===== src/rtl/regfile_32x32_if.sv =====
// Writeback/operand-fetch bus for the 32x32 register file.
// master = pipeline side, slave = register file.
interface regfile_32x32_if #(
  parameter int DATA_W = 32,
  parameter int NREGS  = 32
);
  localparam int AW = $clog2(NREGS);

  logic              wr_en;
  logic [NREGS-1:0]  wr_sel;
  logic [DATA_W-1:0] wr_data;
  logic [AW-1:0]     rd_addr_a;
  logic [AW-1:0]     rd_addr_b;
  logic [DATA_W-1:0] rd_data_a;
  logic [DATA_W-1:0] rd_data_b;
  logic              sel_err;
  logic [15:0]       wr_count;

  modport master (
    output wr_en, wr_sel, wr_data, rd_addr_a, rd_addr_b,
    input  rd_data_a, rd_data_b, sel_err, wr_count
  );

  modport slave (
    input  wr_en, wr_sel, wr_data, rd_addr_a, rd_addr_b,
    output rd_data_a, rd_data_b, sel_err, wr_count
  );
endinterface


===== src/rtl/regfile_32x32.sv =====
// MIPS 32x32 register file: one-hot write strobe from the rd decoder, two
// combinational read ports with optional same-cycle bypass, sticky select fault.
module regfile_32x32 #(
  parameter int DATA_W = 32,
  parameter int NREGS  = 32,
  parameter bit BYPASS = 1'b1
) (
  input  logic             clk,
  input  logic             rst_n,
  regfile_32x32_if.slave   bus
);
  localparam int AW = $clog2(NREGS);

  logic [NREGS-1:0][DATA_W-1:0] regs;
  logic                         sel_onehot;
  logic                         commit;
  logic                         bad_sel;
  logic                         hit_a, hit_b;
  logic [DATA_W-1:0]            data_a, data_b;
  logic                         sel_err;
  logic [15:0]                  wr_count;

  // Exactly one bit set: nonzero and clearing the lowest set bit leaves nothing.
  assign sel_onehot = (bus.wr_sel != '0) &&
                      ((bus.wr_sel & (bus.wr_sel - NREGS'(1))) == '0);
  assign commit  = bus.wr_en &&  sel_onehot;
  assign bad_sel = bus.wr_en && !sel_onehot;

  always_ff @(posedge clk or negedge rst_n) begin
    if (!rst_n) begin
      regs <= '0;
    end else if (commit) begin
      // Entry 0 is never loaded, so it holds the reset zero forever.
      for (int i = 1; i < NREGS; i++)
        if (bus.wr_sel[i]) regs[i] <= bus.wr_data;
    end
  end

  always_ff @(posedge clk or negedge rst_n) begin
    if (!rst_n) begin
      sel_err  <= 1'b0;
      wr_count <= '0;
    end else begin
      if (bad_sel) sel_err <= 1'b1;
      if (commit)  wr_count <= wr_count + 16'd1;
    end
  end

  assign hit_a = BYPASS && commit && bus.wr_sel[bus.rd_addr_a];
  assign hit_b = BYPASS && commit && bus.wr_sel[bus.rd_addr_b];

  always_comb begin
    data_a = regs[bus.rd_addr_a];
    data_b = regs[bus.rd_addr_b];
    if (hit_a) data_a = bus.wr_data;
    if (hit_b) data_b = bus.wr_data;
    if (bus.rd_addr_a == AW'(0)) data_a = '0;
    if (bus.rd_addr_b == AW'(0)) data_b = '0;
  end

  assign bus.rd_data_a = data_a;
  assign bus.rd_data_b = data_b;
  assign bus.sel_err   = sel_err;
  assign bus.wr_count  = wr_count;
endmodule

===== src/flat_wrapper.sv =====
// flat-port wrapper written by rule: the top's interface ports become plain ports
module regfile_32x32_flat 
#(
  parameter int DATA_W = 32,
  parameter int NREGS  = 32,
  parameter bit BYPASS = 1'b1
)
  (clk, rst_n, bus_wr_en, bus_wr_sel, bus_wr_data, bus_rd_addr_a, bus_rd_addr_b, bus_rd_data_a, bus_rd_data_b, bus_sel_err, bus_wr_count);
  regfile_32x32_if #(.DATA_W(DATA_W), .NREGS(NREGS)) bus_i ();
  input  logic clk;
  input  logic rst_n;
  input wire logic [$bits(bus_i.wr_en)-1:0] bus_wr_en;
  input wire logic [$bits(bus_i.wr_sel)-1:0] bus_wr_sel;
  input wire logic [$bits(bus_i.wr_data)-1:0] bus_wr_data;
  input wire logic [$bits(bus_i.rd_addr_a)-1:0] bus_rd_addr_a;
  input wire logic [$bits(bus_i.rd_addr_b)-1:0] bus_rd_addr_b;
  output wire logic [$bits(bus_i.rd_data_a)-1:0] bus_rd_data_a;
  output wire logic [$bits(bus_i.rd_data_b)-1:0] bus_rd_data_b;
  output wire logic [$bits(bus_i.sel_err)-1:0] bus_sel_err;
  output wire logic [$bits(bus_i.wr_count)-1:0] bus_wr_count;
  assign bus_i.wr_en = bus_wr_en;
  assign bus_i.wr_sel = bus_wr_sel;
  assign bus_i.wr_data = bus_wr_data;
  assign bus_i.rd_addr_a = bus_rd_addr_a;
  assign bus_i.rd_addr_b = bus_rd_addr_b;
  assign bus_rd_data_a = bus_i.rd_data_a;
  assign bus_rd_data_b = bus_i.rd_data_b;
  assign bus_sel_err = bus_i.sel_err;
  assign bus_wr_count = bus_i.wr_count;
  regfile_32x32 #(.DATA_W(DATA_W), .NREGS(NREGS), .BYPASS(BYPASS)) u_core (.clk(clk), .rst_n(rst_n), .bus(bus_i));
endmodule

===== config.mk =====
export PLATFORM = sky130hd
export DESIGN_NAME = regfile_32x32_flat
export DESIGN_NICKNAME = d
export VERILOG_FILES = /design/src/rtl/regfile_32x32_if.sv /design/src/rtl/regfile_32x32.sv /design/src/flat_wrapper.sv
export SDC_FILE = /design/constraint.sdc
export NUM_CORES = 2
export LEC_CHECK = 0
export BUFFER_PORTS_ARGS = -buffer_cell sky130_fd_sc_hd__buf_2
export CORE_MARGIN = 2
export CORE_UTILIZATION = 25
export DETAILED_ROUTE_END_ITERATION = 6
export SYNTH_ARGS = -nofsm -noshare
export SYNTH_HDL_FRONTEND = slang
export SYNTH_SLANG_ARGS = --single-unit
export TNS_END_PERCENT = 100

===== constraint.sdc =====
create_clock -name clk -period 3.6 [get_ports clk]
set_input_delay 0.18 -clock clk [delete_from_list [all_inputs] [get_ports clk]]
set_output_delay 0.18 -clock clk [all_outputs]
set_load 0.02 [all_outputs]

Word level (Yosys, flattened, before mapping)
Index checks and enable logic that the tools add are counted.
{"block": "totals", "regBits": 1009}
{"block": "classes", "add_sub_neg": 2, "n_lt_le_gt_ge": 2, "n_mux": 12, "bitwise_logic": 1, "reduce_logical": 41}
{"cell": "binary-select mux 32 bit (select 5 bit)", "count": 2}
{"cell": "two-way mux 32 bit", "count": 6}
{"cell": "AND reduction 2 bit", "count": 31}
{"cell": "AND 32 bit", "count": 1}
{"cell": "logical NOT 32 bit", "count": 1}
{"cell": "nonzero test 32 bit", "count": 1}
{"cell": "subtractor 32 x 1 -> 32 bit (second input constant)", "count": 1}
{"cell": "adder 16 x 1 -> 16 bit (second input constant)", "count": 1}
{"cell": "< comparator 5 x 6 -> 1 bit (second input constant)", "count": 2}
{"cell": "binary-select mux 1 bit (select 5 bit)", "count": 2}
{"cell": "logical NOT 5 bit", "count": 2}
{"cell": "logical AND 1 bit", "count": 5}
{"cell": "two-way mux 1 bit", "count": 2}
{"cell": "logical NOT 1 bit", "count": 1}

Longest topological paths before layout
{"block": "depth", "ltp_word": 8, "mapped_depth": 12}

Least setup slack after synthesis
OpenSTA, ideal clock, no wires.
{"block": "synth_timing", "path_kind": "input to output", "from": "in bus_wr_sel[1]", "to": "out bus_rd_data_a[10]", "arrival_time_ns": 3.524, "t_required_ns": 3.420, "path_slack_ns": -0.104, "cell_stages": 12, "path_buffers": 4, "path_cell_list": "or4_1 -> or3_1 -> or4_1 -> clkbuf_1 -> o41ai_1 -> nand4_1 -> nor4_4 -> buf_4 -> and2_1 -> clkbuf_1 -> buf_2 -> a31o_1"}
{"block": "synth_between", "elab_chain_cells": 8, "elab_cells_between_ends": 11}
{"item": "from (decl)", "line_no": "flat_wrapper.sv:13", "source": "input wire logic [$bits(bus_i.wr_sel)-1:0] bus_wr_sel;"}
{"item": "subtractor 32 x 1 -> 32 bit", "line_no": "regfile_32x32.sv:25", "source": "((bus.wr_sel & (bus.wr_sel - NREGS'(1))) == '0);"}
{"item": "AND 32 bit", "line_no": "regfile_32x32.sv:25"}
{"item": "logical NOT 32 bit", "line_no": "regfile_32x32.sv:25"}
{"item": "logical AND 1 bit", "line_no": "regfile_32x32.sv:24", "source": "assign sel_onehot = (bus.wr_sel != '0) &&"}
{"item": "logical AND 1 bit", "line_no": "regfile_32x32.sv:26", "source": "assign commit = bus.wr_en && sel_onehot;"}
{"item": "logical AND 1 bit *", "line_no": "regfile_32x32.sv:49", "source": "assign hit_a = BYPASS && commit && bus.wr_sel[bus.rd_addr_a];"}
{"item": "two-way mux 32 bit *", "line_no": "regfile_32x32.sv:55", "source": "if (hit_a) data_a = bus.wr_data;"}
{"item": "two-way mux 32 bit *", "line_no": "regfile_32x32.sv:57", "source": "if (bus.rd_addr_a == AW'(0)) data_a = '0;"}
{"item": "to (decl)", "line_no": "flat_wrapper.sv:17", "source": "output wire logic [$bits(bus_i.rd_data_a)-1:0] bus_rd_data_a;"}
Mark *: on every way between the ends. The rest lies on a longest branch, timed or not. The select of a mux whose other input is x is not followed.

Final worst setup path
{"block": "layout_timing", "from": "in bus_wr_sel[14]", "to": "out bus_rd_data_b[22]"}
{"block": "layout_between", "elab_chain_cells": 8, "elab_cells_between_ends": 11}
{"item": "subtractor 32 x 1 -> 32 bit", "line_no": "regfile_32x32.sv:25"}
{"item": "AND 32 bit", "line_no": "regfile_32x32.sv:25"}
{"item": "logical NOT 32 bit", "line_no": "regfile_32x32.sv:25"}
{"item": "logical AND 1 bit", "line_no": "regfile_32x32.sv:24"}
{"item": "logical AND 1 bit", "line_no": "regfile_32x32.sv:26"}
{"item": "logical AND 1 bit *", "line_no": "regfile_32x32.sv:50", "source": "assign hit_b = BYPASS && commit && bus.wr_sel[bus.rd_addr_b];"}
{"item": "two-way mux 32 bit *", "line_no": "regfile_32x32.sv:56", "source": "if (hit_b) data_b = bus.wr_data;"}
{"item": "two-way mux 32 bit *", "line_no": "regfile_32x32.sv:58", "source": "if (bus.rd_addr_b == AW'(0)) data_b = '0;"}
{"item": "to (decl)", "line_no": "flat_wrapper.sv:18", "source": "output wire logic [$bits(bus_i.rd_data_b)-1:0] bus_rd_data_b;"}
Marks and branches as above.

==> flow_summary.ini <==
[job]
cap_viol_max_count = 0

[drt]
route.detailed.drc = 0
dr.pass1.iters = 5
wl_um = 186000
vias_per_cell = 5.17
final_antenna_net_count = 0
met2_wirelength_um = 89100
highest_layer = met4
wl_met3_um = 9600
routedWlPerCell_um = 27.9
routed-via-count = 34400
m1WireLength_um = 79700
drt-initial-drc-count = 2783

[sta]
holdWs_ns = 0.0837
max_slew_margin = 0.280
setup_viol = 65
fin_skew_ns = 0.0243
rsz0062_at_grt = yes
period_minus_slack_ns = 3.99
slew_violations = 0
fin_crit_sh = 1.11
tightest_slew_ns = 1.08
timing.fmax_mhz = 251
setup_ws_ns = -0.388
hold_viol = 0

[yosys]
synth_cells = 3453
netlist.area_leader.share = 0.457
syn_avg_cell_area_um2 = 16.0
syn-cell-area_um2 = 55300
synth.ff_latch_count = 1009
synth_top_cell_by_area = dfrtp_1
ys_seq_area_frac = 0.457
synth_fp_nets = 3531
yosys_warnings = 32
synthTopCellsByArea = dfrtp_1, mux4_2, mux2_1
synth_cell_types = 47

[global_routing]
grt-ovfl-total = 0
grt_max_degree = 94
grt_usage = 0.165
antenna_found_initial = 24
grt_first_pass_wirelength_um = 270000
grt_pass1_vias = 36400

[setup_path]
crit_path_start = bus_wr_sel[14]
arrival_ns = 3.81
path_class = input pin to output port
reg2regPathDepth = 6
start_kind = input pin
worstReg2RegStart = u_core.bus.wr_count[3]$_DFFE_PN0N_
critPathBufInv = 5
path_delay_family = simple AND/OR/NAND/NOR gates
crit_chain = buf_6 -> or4_4 -> or4_4 -> or4_4 -> o31ai_2 -> nand4_1 -> nor4_4 -> buf_6 -> buf_12 -> buf_16 -> a21oi_1 -> a31o_2 -> buf_2
slowest_delay_ns = 0.57
r2r_end = u_core.bus.wr_count[14]$_DFFE_PN0N_
crit_path_frequent_cell = or4_4
path_max_fanout = 21
reg2reg_slack_ns = 1.91
required_ns = 3.42
endpoint_kind = output port
slowest_stage = or4_4

[layout]
nets = 3678
multi_input_area_um2 = 29100
mostFrequentLayoutCells = dfrtp_1, mux2_1, mux4_2
final_common_cell = dfrtp_1
fin_cells = 6650
drive_above_1_share = 0.393
syn2layout_area_growth_pct = 20.2
fill_cells = 21600
seq_area_um2 = 25200

[power]
peakVddDrop_v = 0.000365
p_sw_uw = 6040
power.leakage_uw = 0.0313
p_clk_frac = 0.463
power_density_nw_per_um2 = 365
p_seq_frac = 0.467
switching_share = 0.249
combinationalPowerShare = 0.070
power.internal_uw = 18200

[floorplanning]
die-area_um2 = 225000
die_h_um = 474
core_area_um2 = 220000
start_util = 0.252
io_pins = 158
num_rows = 172
die_w_um = 474

[clock_tree]
clk_latency_ns = 0.73
root_buffer = clkbuf_16
path_clk_slew_ns = 0.06
cts_tree = done
htreeDepth = 3
numCtsBuffers = 103
clock_path_buffers = 3
cts.sinks = 1009

[place]
dp_cells = 6415
hpwl_um = 120000
numPortBuffers = 157
globalplace.congestion = 0.820

[worst_hold_path]
worstHoldPathCells = 4
min_to = u_core.regs[738]$_DFFE_PN0P_
hp-start = bus_wr_sel[23]
hp-class = input pin to register

[outcome]
status = finished with violations
violations = setup timing
==> worst reg2reg max path, cell delays in order (launching register included) <==
cell and delay [ns]:
dfrtp_1 0.43, and3_1 0.22, and3_1 0.27, nand2_1 0.18
nor2_1 0.19, nand4_1 0.13, xnor2_1 0.15
==> state kept, by name (all words and copies together) (netlist names) <==
signal,cells
u_core.regs,992
u_core.bus.sel_err,1
u_core.bus.wr_count,16
==> routing by layer <==
metal  track usage  vias up
met5             0        -
met4        0.0622        0
met3        0.0274      346
met2         0.266     1065
met1         0.221    19000
li1              -    14000
==> power by group through the flow <==
stage | combinational [µW] | clock [µW] | sequential [µW]
after global routing | 1820 | 12000 | 11300
after global placement | 1700 | 0 | 11500
after floorplan | 798 | 0 | 11600
after detailed placement | 1700 | 0 | 11500
final | 1700 | 11200 | 11300
after CTS | 1730 | 11500 | 11300
==> synth_stat cells, drive strengths merged <==
cell type,instances
a211oi,3
a21oi,65
a221oi,1
a22o,62
a31o,64
and2,2
and3,4
buf,167
clkbuf,218
dfrtp,1009
ha,1
inv,1
maj3,2
mux2,1059
mux2i,65
mux4,596
nand2,45
nand3,5
nand4,10
nor2,10
nor2b,2
nor3,2
nor4,2
o2111a,1
o211ai,3
o21a,1
o21ai,6
o21bai,1
o22a,1
o22ai,3
o31ai,3
o32a,1
o32ai,1
o41ai,4
or3,10
or4,8
xnor2,14
xor2,1
==> per-stage QoR <==
stage	setup TNS (ns)	power [µW]	setup WS [ns]	area (µm²)	utilization
4_1_cts	-12.18	24500	-0.274	66300	0.302
5_1_grt	-23.80	25100	-0.408	66500	0.302
3_5_place_dp	-632.33	13300	-0.731	62000	0.282
3_3_place_gp	-628.67	13200	-0.738	62000	0.282
6_report	-21.18	24300	-0.388	66500	0.302
2_1_floorplan	-0.513	12400	-0.0171	55600	-
==> cell families after synthesis <==
logic type,count (synthesis),share of synthesized area
AO/OA/AOI/OAI,220,0.0297
XOR/XNOR,15,0.00238
adder cells (fa/ha/maj),3,0.000588
buffers and inverters,386,0.0307
flip-flops,1009,0.457
multiplexers,1720,0.470
AND/OR/NAND/NOR,100,0.00953
==> what timing repair did <==
| action | 4_1_cts | 5_1_grt |
|---|---|---|
| hold endpoints to repair | 74 | 0 |
| gates resized for setup | 108 | 9 |
| pin swaps | 11 | 2 |
| setup buffers | 25 | 6 |
| gates cloned | 4 | 1 |
| hold buffers | 4 | 0 |
| setup endpoints to repair | 64 | 65 |
==> final cells by class <==
cell class / count / area share
clock inverters: 35 / 0.00689
flip-flops and latches: 1009 / 0.380
clock buffers: 154 / 0.0459
inverters: 1 / 0.0000565
diodes: 8 / 0.000301
well taps: 2958 / 0.0557
repair buffers: 427 / 0.0733
multi-input cells: 2058 / 0.438
==> how the worst max path moves through the flow <==
stage | end | slack (ns) | cells after the start
after floorplan | bus_rd_data_b[10] | -0.02 | 11
after global placement | bus_rd_data_b[13] | -0.74 | 12
after detailed placement | bus_rd_data_b[13] | -0.73 | 12
after CTS | bus_rd_data_b[22] | -0.27 | 15
after global routing | bus_rd_data_b[22] | -0.41 | 13
final | bus_rd_data_b[22] | -0.39 | 13
Note: power is estimated with default switching activity, not from simulation.
